==> src/rtl/imem_loader.sv <==
`default_nettype none
// imem_loader: streams bytes into the 64x16 instruction memory and freezes the CPU while loading.
// Define IMEM_LOADER_CKSUM_EN to check a trailing XOR checksum byte after the last word.
module imem_loader #(
  parameter int ADDR_W = 6,
  parameter int DATA_W = 16,
  parameter int WORDS  = 64
) (
  input  logic              CLOCK,
  input  logic              in_rst,
  input  logic              in_start,
  input  logic [ADDR_W:0]   in_len,
  input  logic [7:0]        in_byte,
  input  logic              in_byte_vld,
  output logic              out_byte_rdy,
  output logic              out_wr_en,
  output logic [ADDR_W-1:0] out_wr_addr,
  output logic [DATA_W-1:0] out_wr_data,
  output logic              out_cpu_hold,
  output logic              out_done,
  output logic              out_err
);

  localparam logic [ADDR_W:0] LEN_MAX = (ADDR_W+1)'(WORDS);
  localparam logic [ADDR_W:0] LEN_ONE = (ADDR_W+1)'(1);

`ifdef IMEM_LOADER_CKSUM_EN
  typedef enum logic [2:0] {
    IDLE    = 3'd0,
    LOAD_HI = 3'd1,
    LOAD_LO = 3'd2,
    WRITE   = 3'd3,
    DONE    = 3'd4,
    CKSUM   = 3'd5
  } state_t;
`else
  typedef enum logic [2:0] {
    IDLE    = 3'd0,
    LOAD_HI = 3'd1,
    LOAD_LO = 3'd2,
    WRITE   = 3'd3,
    DONE    = 3'd4
  } state_t;
`endif

  state_t            state;
  state_t            next_state;
  logic [ADDR_W:0]   len;
  logic [ADDR_W-1:0] addr;
  logic [7:0]        hi_byte;
  logic [ADDR_W-1:0] wr_addr;
  logic [DATA_W-1:0] wr_data;
  logic              err;
  logic              len_ok;
  logic              last_word;
  logic              xfer;

`ifdef IMEM_LOADER_CKSUM_EN
  logic [7:0]        cksum;
`endif

  assign len_ok    = (in_len != '0) && (in_len <= LEN_MAX);
  assign last_word = ({1'b0, addr} + LEN_ONE) == len;
  assign xfer      = out_byte_rdy && in_byte_vld;

  always_ff @(posedge CLOCK or negedge in_rst) begin
    if (!in_rst) begin
      state <= IDLE;
    end else begin
      state <= next_state;
    end
  end

  // Handshake and strobes decode the state register only, so rdy never depends on vld.
  always_comb begin
    next_state   = state;
    out_byte_rdy = 1'b0;
    out_wr_en    = 1'b0;
    out_cpu_hold = 1'b0;
    out_done     = 1'b0;
    case (state)
      IDLE: begin
        if (in_start) begin
          next_state = len_ok ? LOAD_HI : DONE;
        end
      end
      LOAD_HI: begin
        out_byte_rdy = 1'b1;
        out_cpu_hold = 1'b1;
        if (in_byte_vld) begin
          next_state = LOAD_LO;
        end
      end
      LOAD_LO: begin
        out_byte_rdy = 1'b1;
        out_cpu_hold = 1'b1;
        if (in_byte_vld) begin
          next_state = WRITE;
        end
      end
      WRITE: begin
        out_wr_en    = 1'b1;
        out_cpu_hold = 1'b1;
        if (last_word) begin
`ifdef IMEM_LOADER_CKSUM_EN
          next_state = CKSUM;
`else
          next_state = DONE;
`endif
        end else begin
          next_state = LOAD_HI;
        end
      end
`ifdef IMEM_LOADER_CKSUM_EN
      CKSUM: begin
        out_byte_rdy = 1'b1;
        out_cpu_hold = 1'b1;
        if (in_byte_vld) begin
          next_state = DONE;
        end
      end
`endif
      DONE: begin
        out_done   = 1'b1;
        next_state = IDLE;
      end
      default: begin
        next_state = IDLE;
      end
    endcase
  end

  // Write address/data are loaded when the low byte lands, so they hold between words.
  always_ff @(posedge CLOCK or negedge in_rst) begin
    if (!in_rst) begin
      len     <= '0;
      addr    <= '0;
      hi_byte <= '0;
      wr_addr <= '0;
      wr_data <= '0;
      err     <= 1'b0;
    end else begin
      case (state)
        IDLE: begin
          if (in_start) begin
            if (len_ok) begin
              len  <= in_len;
              addr <= '0;
              err  <= 1'b0;
            end else begin
              err  <= 1'b1;
            end
          end
        end
        LOAD_HI: begin
          if (xfer) begin
            hi_byte <= in_byte;
          end
        end
        LOAD_LO: begin
          if (xfer) begin
            wr_addr <= addr;
            wr_data <= DATA_W'({hi_byte, in_byte});
          end
        end
        WRITE: begin
          if (!last_word) begin
            addr <= addr + 1'b1;
          end
        end
`ifdef IMEM_LOADER_CKSUM_EN
        CKSUM: begin
          if (xfer && (in_byte != cksum)) begin
            err <= 1'b1;
          end
        end
`endif
        default: begin
        end
      endcase
    end
  end

`ifdef IMEM_LOADER_CKSUM_EN
  // Running XOR over program bytes only; the checksum byte itself is excluded.
  always_ff @(posedge CLOCK or negedge in_rst) begin
    if (!in_rst) begin
      cksum <= '0;
    end else if (state == IDLE && in_start && len_ok) begin
      cksum <= '0;
    end else if (xfer && (state == LOAD_HI || state == LOAD_LO)) begin
      cksum <= cksum ^ in_byte;
    end
  end
`endif

  assign out_wr_addr = wr_addr;
  assign out_wr_data = wr_data;
  assign out_err     = err;

endmodule

`default_nettype wire

==> config.mk <==
export PLATFORM = sky130hd
export DESIGN_NAME = imem_loader
export DESIGN_NICKNAME = d
export VERILOG_FILES = /design/src/rtl/imem_loader.sv
export SDC_FILE = /design/constraint.sdc
export NUM_CORES = 1
export LEC_CHECK = 0
export ABC_AREA = 1
export BUFFER_PORTS_ARGS = -buffer_cell sky130_fd_sc_hd__buf_2
export CAP_MARGIN = 20
export CORE_MARGIN = 10
export CORE_UTILIZATION = 48
export CTS_CLUSTER_DIAMETER = 60
export DETAILED_ROUTE_END_ITERATION = 6
export MAX_ROUTING_LAYER = met4
export PLACE_DENSITY = 0.74
export SKIP_LAST_GASP = 1
export SLEW_MARGIN = 20
export SYNTH_ARGS = -nofsm -noshare
export SYNTH_HDL_FRONTEND = slang
export SYNTH_SLANG_ARGS = --single-unit
==> constraint.sdc <==
create_clock -name CLOCK -period 1.6 [get_ports CLOCK]
set_clock_uncertainty 0.15 [all_clocks]
set_input_delay 0.32 -clock CLOCK [delete_from_list [all_inputs] [get_ports CLOCK]]
set_output_delay 0.32 -clock CLOCK [all_outputs]
set_load 0.02 [all_outputs]
### Word-level counts from Yosys, hierarchy flattened

Index checks and enable logic that the tools add are counted.

| cells by class | value |
|---|---|
| add/sub/neg operators | 2 |
| eq/ne operators | 10 |
| magnitude comparators | 1 |
| reductions and logical operators | 13 |
| muxes and demuxes | 15 |

Operators by type and width:

| operator | count |
|---|---|
| $mux W6 | 3 |
| $mux W3 | 5 |
| $pmux W3 S4 | 1 |
| $pmux W6 S2 | 1 |
| $ne A2 B2 Y1 const B | 5 |
| $add A6 B1 Y7 const B | 1 |
| $eq A7 B7 Y1 | 1 |
| $le A7 B7 Y1 const B | 1 |
| $reduce_bool A7 Y1 | 1 |
| $add A6 B1 Y6 const B | 1 |
| $eq A3 B2 Y1 const B | 2 |
| $reduce_and A2 Y1 | 3 |
| $reduce_and A3 Y1 | 2 |
| $mux W1 | 5 |
| $reduce_and A4 Y1 | 1 |
| $eq A3 B1 Y1 const B | 1 |
| $eq A3 B3 Y1 const B | 1 |
| $logic_not A3 Y1 | 1 |
| $reduce_or A3 Y1 | 1 |
| $logic_and A1 B1 Y1 | 2 |
| $reduce_bool A2 Y1 | 1 |
| $reduce_or A2 Y1 | 1 |

| storage, ports and cells | value |
|---|---|
| output and inout bits | 27 |
| bits in registers | 47 |
| word-level logic and storage cells | 48 |
| input bits | 19 |

### Logic depth before layout (Yosys ltp)

| depth | value |
|---|---|
| depth after elaboration | 5 |
| gate-level depth with buffers | 13 |

### Least setup slack after synthesis

OpenSTA, ideal clock, no wires.

| timing path | value |
|---|---|
| path kind | reg-to-reg |
| from | register addr[0] |
| to | register addr[3] |
| arrival | 1.475 ns |
| setup slack | -0.142 ns |
| stages on the path, launching flop included | 13 |
| library setup time | 0.117 ns |
| period minus slack after synthesis | 1.742 ns |
| path through | dfrtp_1 > ha_1 > inv_1 > nand2_1 > nand2_1 > nor2_1 > nand3_1 > nor2_2 > nand3_2 > nand2_4 > nand2_4 > nand2_1 > nand2_1 |

| between the ends | value |
|---|---|
| longest elaborated chain between the ends | 4 |
| elaborated cells between the ends (all ways) | 7 |
| those cells by class | add/sub (2); eq/ne (2); mux (2); reduce/logical (1) |

RTL lines:

| item | RTL line | source |
|---|---|---|
| start, declared | 49 | `logic [ADDR_W-1:0] addr;` |
| start signal, assigned | 168 | `addr <= addr + 1'b1;` |
| $add A6 B1 Y7 | 63 | `assign last_word = ({1'b0, addr} + LEN_ONE) == len;` |
| $eq A7 B7 Y1 | 63 |  |
| $ne A2 B2 Y1 (no source line) | -- |  |
| $reduce_and A4 Y1 (no source line) | -- |  |

Parallel ways exist; a longest one is shown, timed or not. The select of a mux whose other input is x is not followed.
A chain may end at the register's enable or synchronous reset.

### Worst setup path in the final report

| timing path | value |
|---|---|
| from | register addr[1] |
| to | register addr[1] |

Same word-level chain as after synthesis.

==> qor.txt <==
Status: finished, violations left
Failing checks: setup timing
Crit end category: flip-flop
Fmax: 534 MHz
I/O pin count: 46
DRT Pass-1 Iters: 4
Unrepaired setup endpoints after global routing: yes
P_int: 3000 uW
Simple-gate portion of the synthesized area: 0.249
Sequential Power Share: 0.374
Clock power share: 0.151
Worst IR Drop VDD: 0.681 mV
Setup-failing EPs final: 30
Max transition margin: 0.796
Seq/Total Area, Yosys: 0.538
Final Core Density: 0.704
Core Region: 4380 um2
Area Overhead vs Synth: 41.4%
First-pass GRT wire length: 8090 um
Vias in the first global route: 1786
Worst Tran Pin Value: 0.304 ns
Maximum root-to-sink buffer count: 2
Total design power: 5010 uW
Vias: 1913
Die width: 87.5 um
GRT Util Overall: 0.132
Post-Synthesis Cells: 257
Kind of critical path: flip-flop to flip-flop
FF+latch area: 1180 um2
Mapped cell area: 2180 um2
Placer congestion estimate: 0.866
Fillers: 333
Final wirelength: 5390 um
Hold Slack: 0.122 ns
Top-area cell type share of the netlist area: 0.538
Worst slack at placement: -0.168 ns
Total Nets Final: 355
Crit Path Max Fanout: 8
Area of the multi-input gates: 998 um2
Final Cycle Share: 1.17
DRC viols: 0
Num CTS Buffers: 5
Combinational Power Share: 0.475
Final hold violations: 0
Min Tclk post-route: 1.87 ns
Htree depth: 2
CP Data Arrival Time: 1.92 ns
Average wire per standard cell: 13.9 um
Seq cells post-synth: 47
Antenna violations before repair: 0
Die area: 7650 um2
Final Non-Filler Cells: 388
Mean Syn Cell Area: 8.50 um2
Pwr/cell area: 1620 nW/um2
Setup WS post-layout: -0.273 ns
Net Count, Synth: 277
ANT nets after route: 0
Max_cap viols: 0
Placed insts: 366
Inserted Diodes: 0
Port Buffers: 45
Pin count of the biggest net entering global routing: 48
Post-synthesis mux area share: 0.0515
Distinct cells, synth: 23
Startpoint types: flip-flop
Leakage power: 0.00161 uW
Share of cells above drive strength 1: 0.432
Post-DP HPWL: 3590 um
Slew Viols, Final: 0
Root Driver: clkbuf_8
Compound-gate portion of the synthesized area: 0.0790
Clk sinks: 47
Switch share: 0.401
Worst skew pair latency: 0.30 ns
Total gr overflow: 0
Num rows: 24
DR vias/cell: 4.93
Reg clk slew, reported paths: 0.09 ns
CTS tree: done
DRT iter0 DRCs: 69
Syn. warnings: 0
Post-synth top area cell: dfrtp_1
Adder-cell share of the synthesized area: 0.00573
Area contributors post-synth: dfrtp_1 (54%), nand2_1 (12%), inv_1 (4.8%)
Switch Pwr: 2010 uW
Initial cell density of the core: 0.498
Hold Crit Class: primary input to flip-flop
Main combinational cell family by area after synthesis: simple AND/OR/NAND/NOR gates
Die Y: 87.5 um
Synth Area in XOR/XNOR: 0.00401
Worst Path Required: 1.64 ns
==> sequential cells by signal (all words and copies together), names as in the netlist <==
| signal | flops |
|---|---|
| addr | 6 |
| out_wr_addr | 6 |
| out_err | 1 |
| hi_byte | 8 |
| len | 7 |
| state | 3 |
| out_wr_data | 16 |
==> cell usage after synthesis, drive strengths merged <==
cell type  number
xor2            1
clkbuf          2
a21boi          1
nor2           27
dfrtp          47
buf             5
inv            33
nor3            1
nand4           3
ha              1
mux2           10
a21oi          10
nand3          17
o21ai          23
nand2          76
==> layout by cell type, fill, tap and decap left out <==
| cell | n |
|---|---|
| dfrtp_1 | 44 |
| nand3_2 | 3 |
| dlygate4sd3_1 | 1 |
| buf_6 | 7 |
| clkinvlp_4 | 1 |
| nor2_2 | 8 |
| buf_2 | 41 |
| ha_4 | 1 |
| nand4_1 | 3 |
| clkbuf_8 | 6 |
| buf_8 | 2 |
| buf_4 | 21 |
| inv_2 | 9 |
| a21oi_2 | 3 |
| clkbuf_16 | 4 |
| nand2_1 | 60 |
| dfrtp_2 | 3 |
| o21ai_2 | 1 |
| inv_1 | 24 |
| xor2_1 | 1 |
| mux2_2 | 6 |
| nor2_4 | 9 |
| a21boi_1 | 1 |
| nand2_2 | 13 |
| o21ai_0 | 13 |
| nor2_1 | 10 |
| nor3_4 | 1 |
| nand3_1 | 14 |
| buf_12 | 2 |
| mux2_1 | 4 |
| o21ai_1 | 9 |
| a21oi_1 | 7 |
| clkinv_4 | 1 |
| nand2_4 | 3 |
==> through the flow <==
step / setup TNS, ns / cell area, um2
finish: -2.90 / 3090
global route: -6.18 / 3090
CTS: -1.95 / 2770
detailed placement: -1.30 / 2620
global placement: -0.909 / 2620
floorplan: -0.698 / 2200
==> worst max-delay path, cell delays in order (launching register included) <==
cell and delay (ns):
dfrtp_1 0.44, ha_4 0.30, inv_2 0.04, nand2_1 0.06
nand2_1 0.06, nor2_2 0.09, nand3_2 0.08, nor2_4 0.13
nand3_2 0.09, nand2_4 0.13, nand2_4 0.09, nand2_1 0.07
nand2_1 0.05
==> power groups by stage <==
stage	registers (uW)	logic, uW	clock network (uW)
final	1870	2380	758
after global placement	1840	1770	0
after CTS	1840	1900	776
after floorplan	2100	936	0
after global routing	1920	2600	828
after detailed placement	1860	1820	0
==> cells by family (layout without fill, tap and decap cells) <==
| kind of cell | after synthesis | after routing |
|---|---|---|
| flops | 47 | 47 |
| buf+inv | 40 | 119 |
| compound gates | 34 | 34 |
| fa+ha+maj | 1 | 1 |
| xor+xnor | 1 | 1 |
| mux | 10 | 10 |
| simple gates | 124 | 124 |
==> path summary, 6_finish.rpt <==
check,from,end,slack (ns),cells after the start
min in group asynchronous,in_rst,out_wr_data[14]$_DFFE_PN0P_,0.37,3
max,addr[1]$_DFFE_PN0P_,addr[1]$_DFFE_PN0P_,-0.27,12
min,in_byte[0],hi_byte[0]$_DFFE_PN0P_,0.12,3
max in group asynchronous,in_rst,state[2]$_DFFE_PN0P_,0.70,3
min reg2reg,out_wr_data[4]$_DFFE_PN0P_,out_wr_data[4]$_DFFE_PN0P_,0.33,2
max reg2reg,addr[1]$_DFFE_PN0P_,addr[1]$_DFFE_PN0P_,-0.27,12
==> layer usage <==
metal / share of wire / GRT usage
met2: 0.48 / 0.206
met4: 0.010 / 0.0362
met1: 0.45 / 0.159
met3: 0.066 / 0.0468
met5: 0 / -
==> area by class of cell <==
cell class | instances | area share
Sequential cell | 47 | 0.382
Multi-Input combinational cell | 170 | 0.323
Timing Repair Buffer | 78 | 0.201
Inverter | 33 | 0.0401
Clock buffer | 6 | 0.0267
Tap cell | 52 | 0.0211
Clock inverter | 2 | 0.00527
==> what timing repair did <==
item	in CTS	in global routing
buffers inserted	3	6
endpoints found under the hold margin	47	0
resized for setup	5	56
cloned	0	4
pin swaps	1	11
hold buffers	1	0
endpoints found under the setup margin	18	26
No activity file was read; power rests on OpenSTA's default activity.
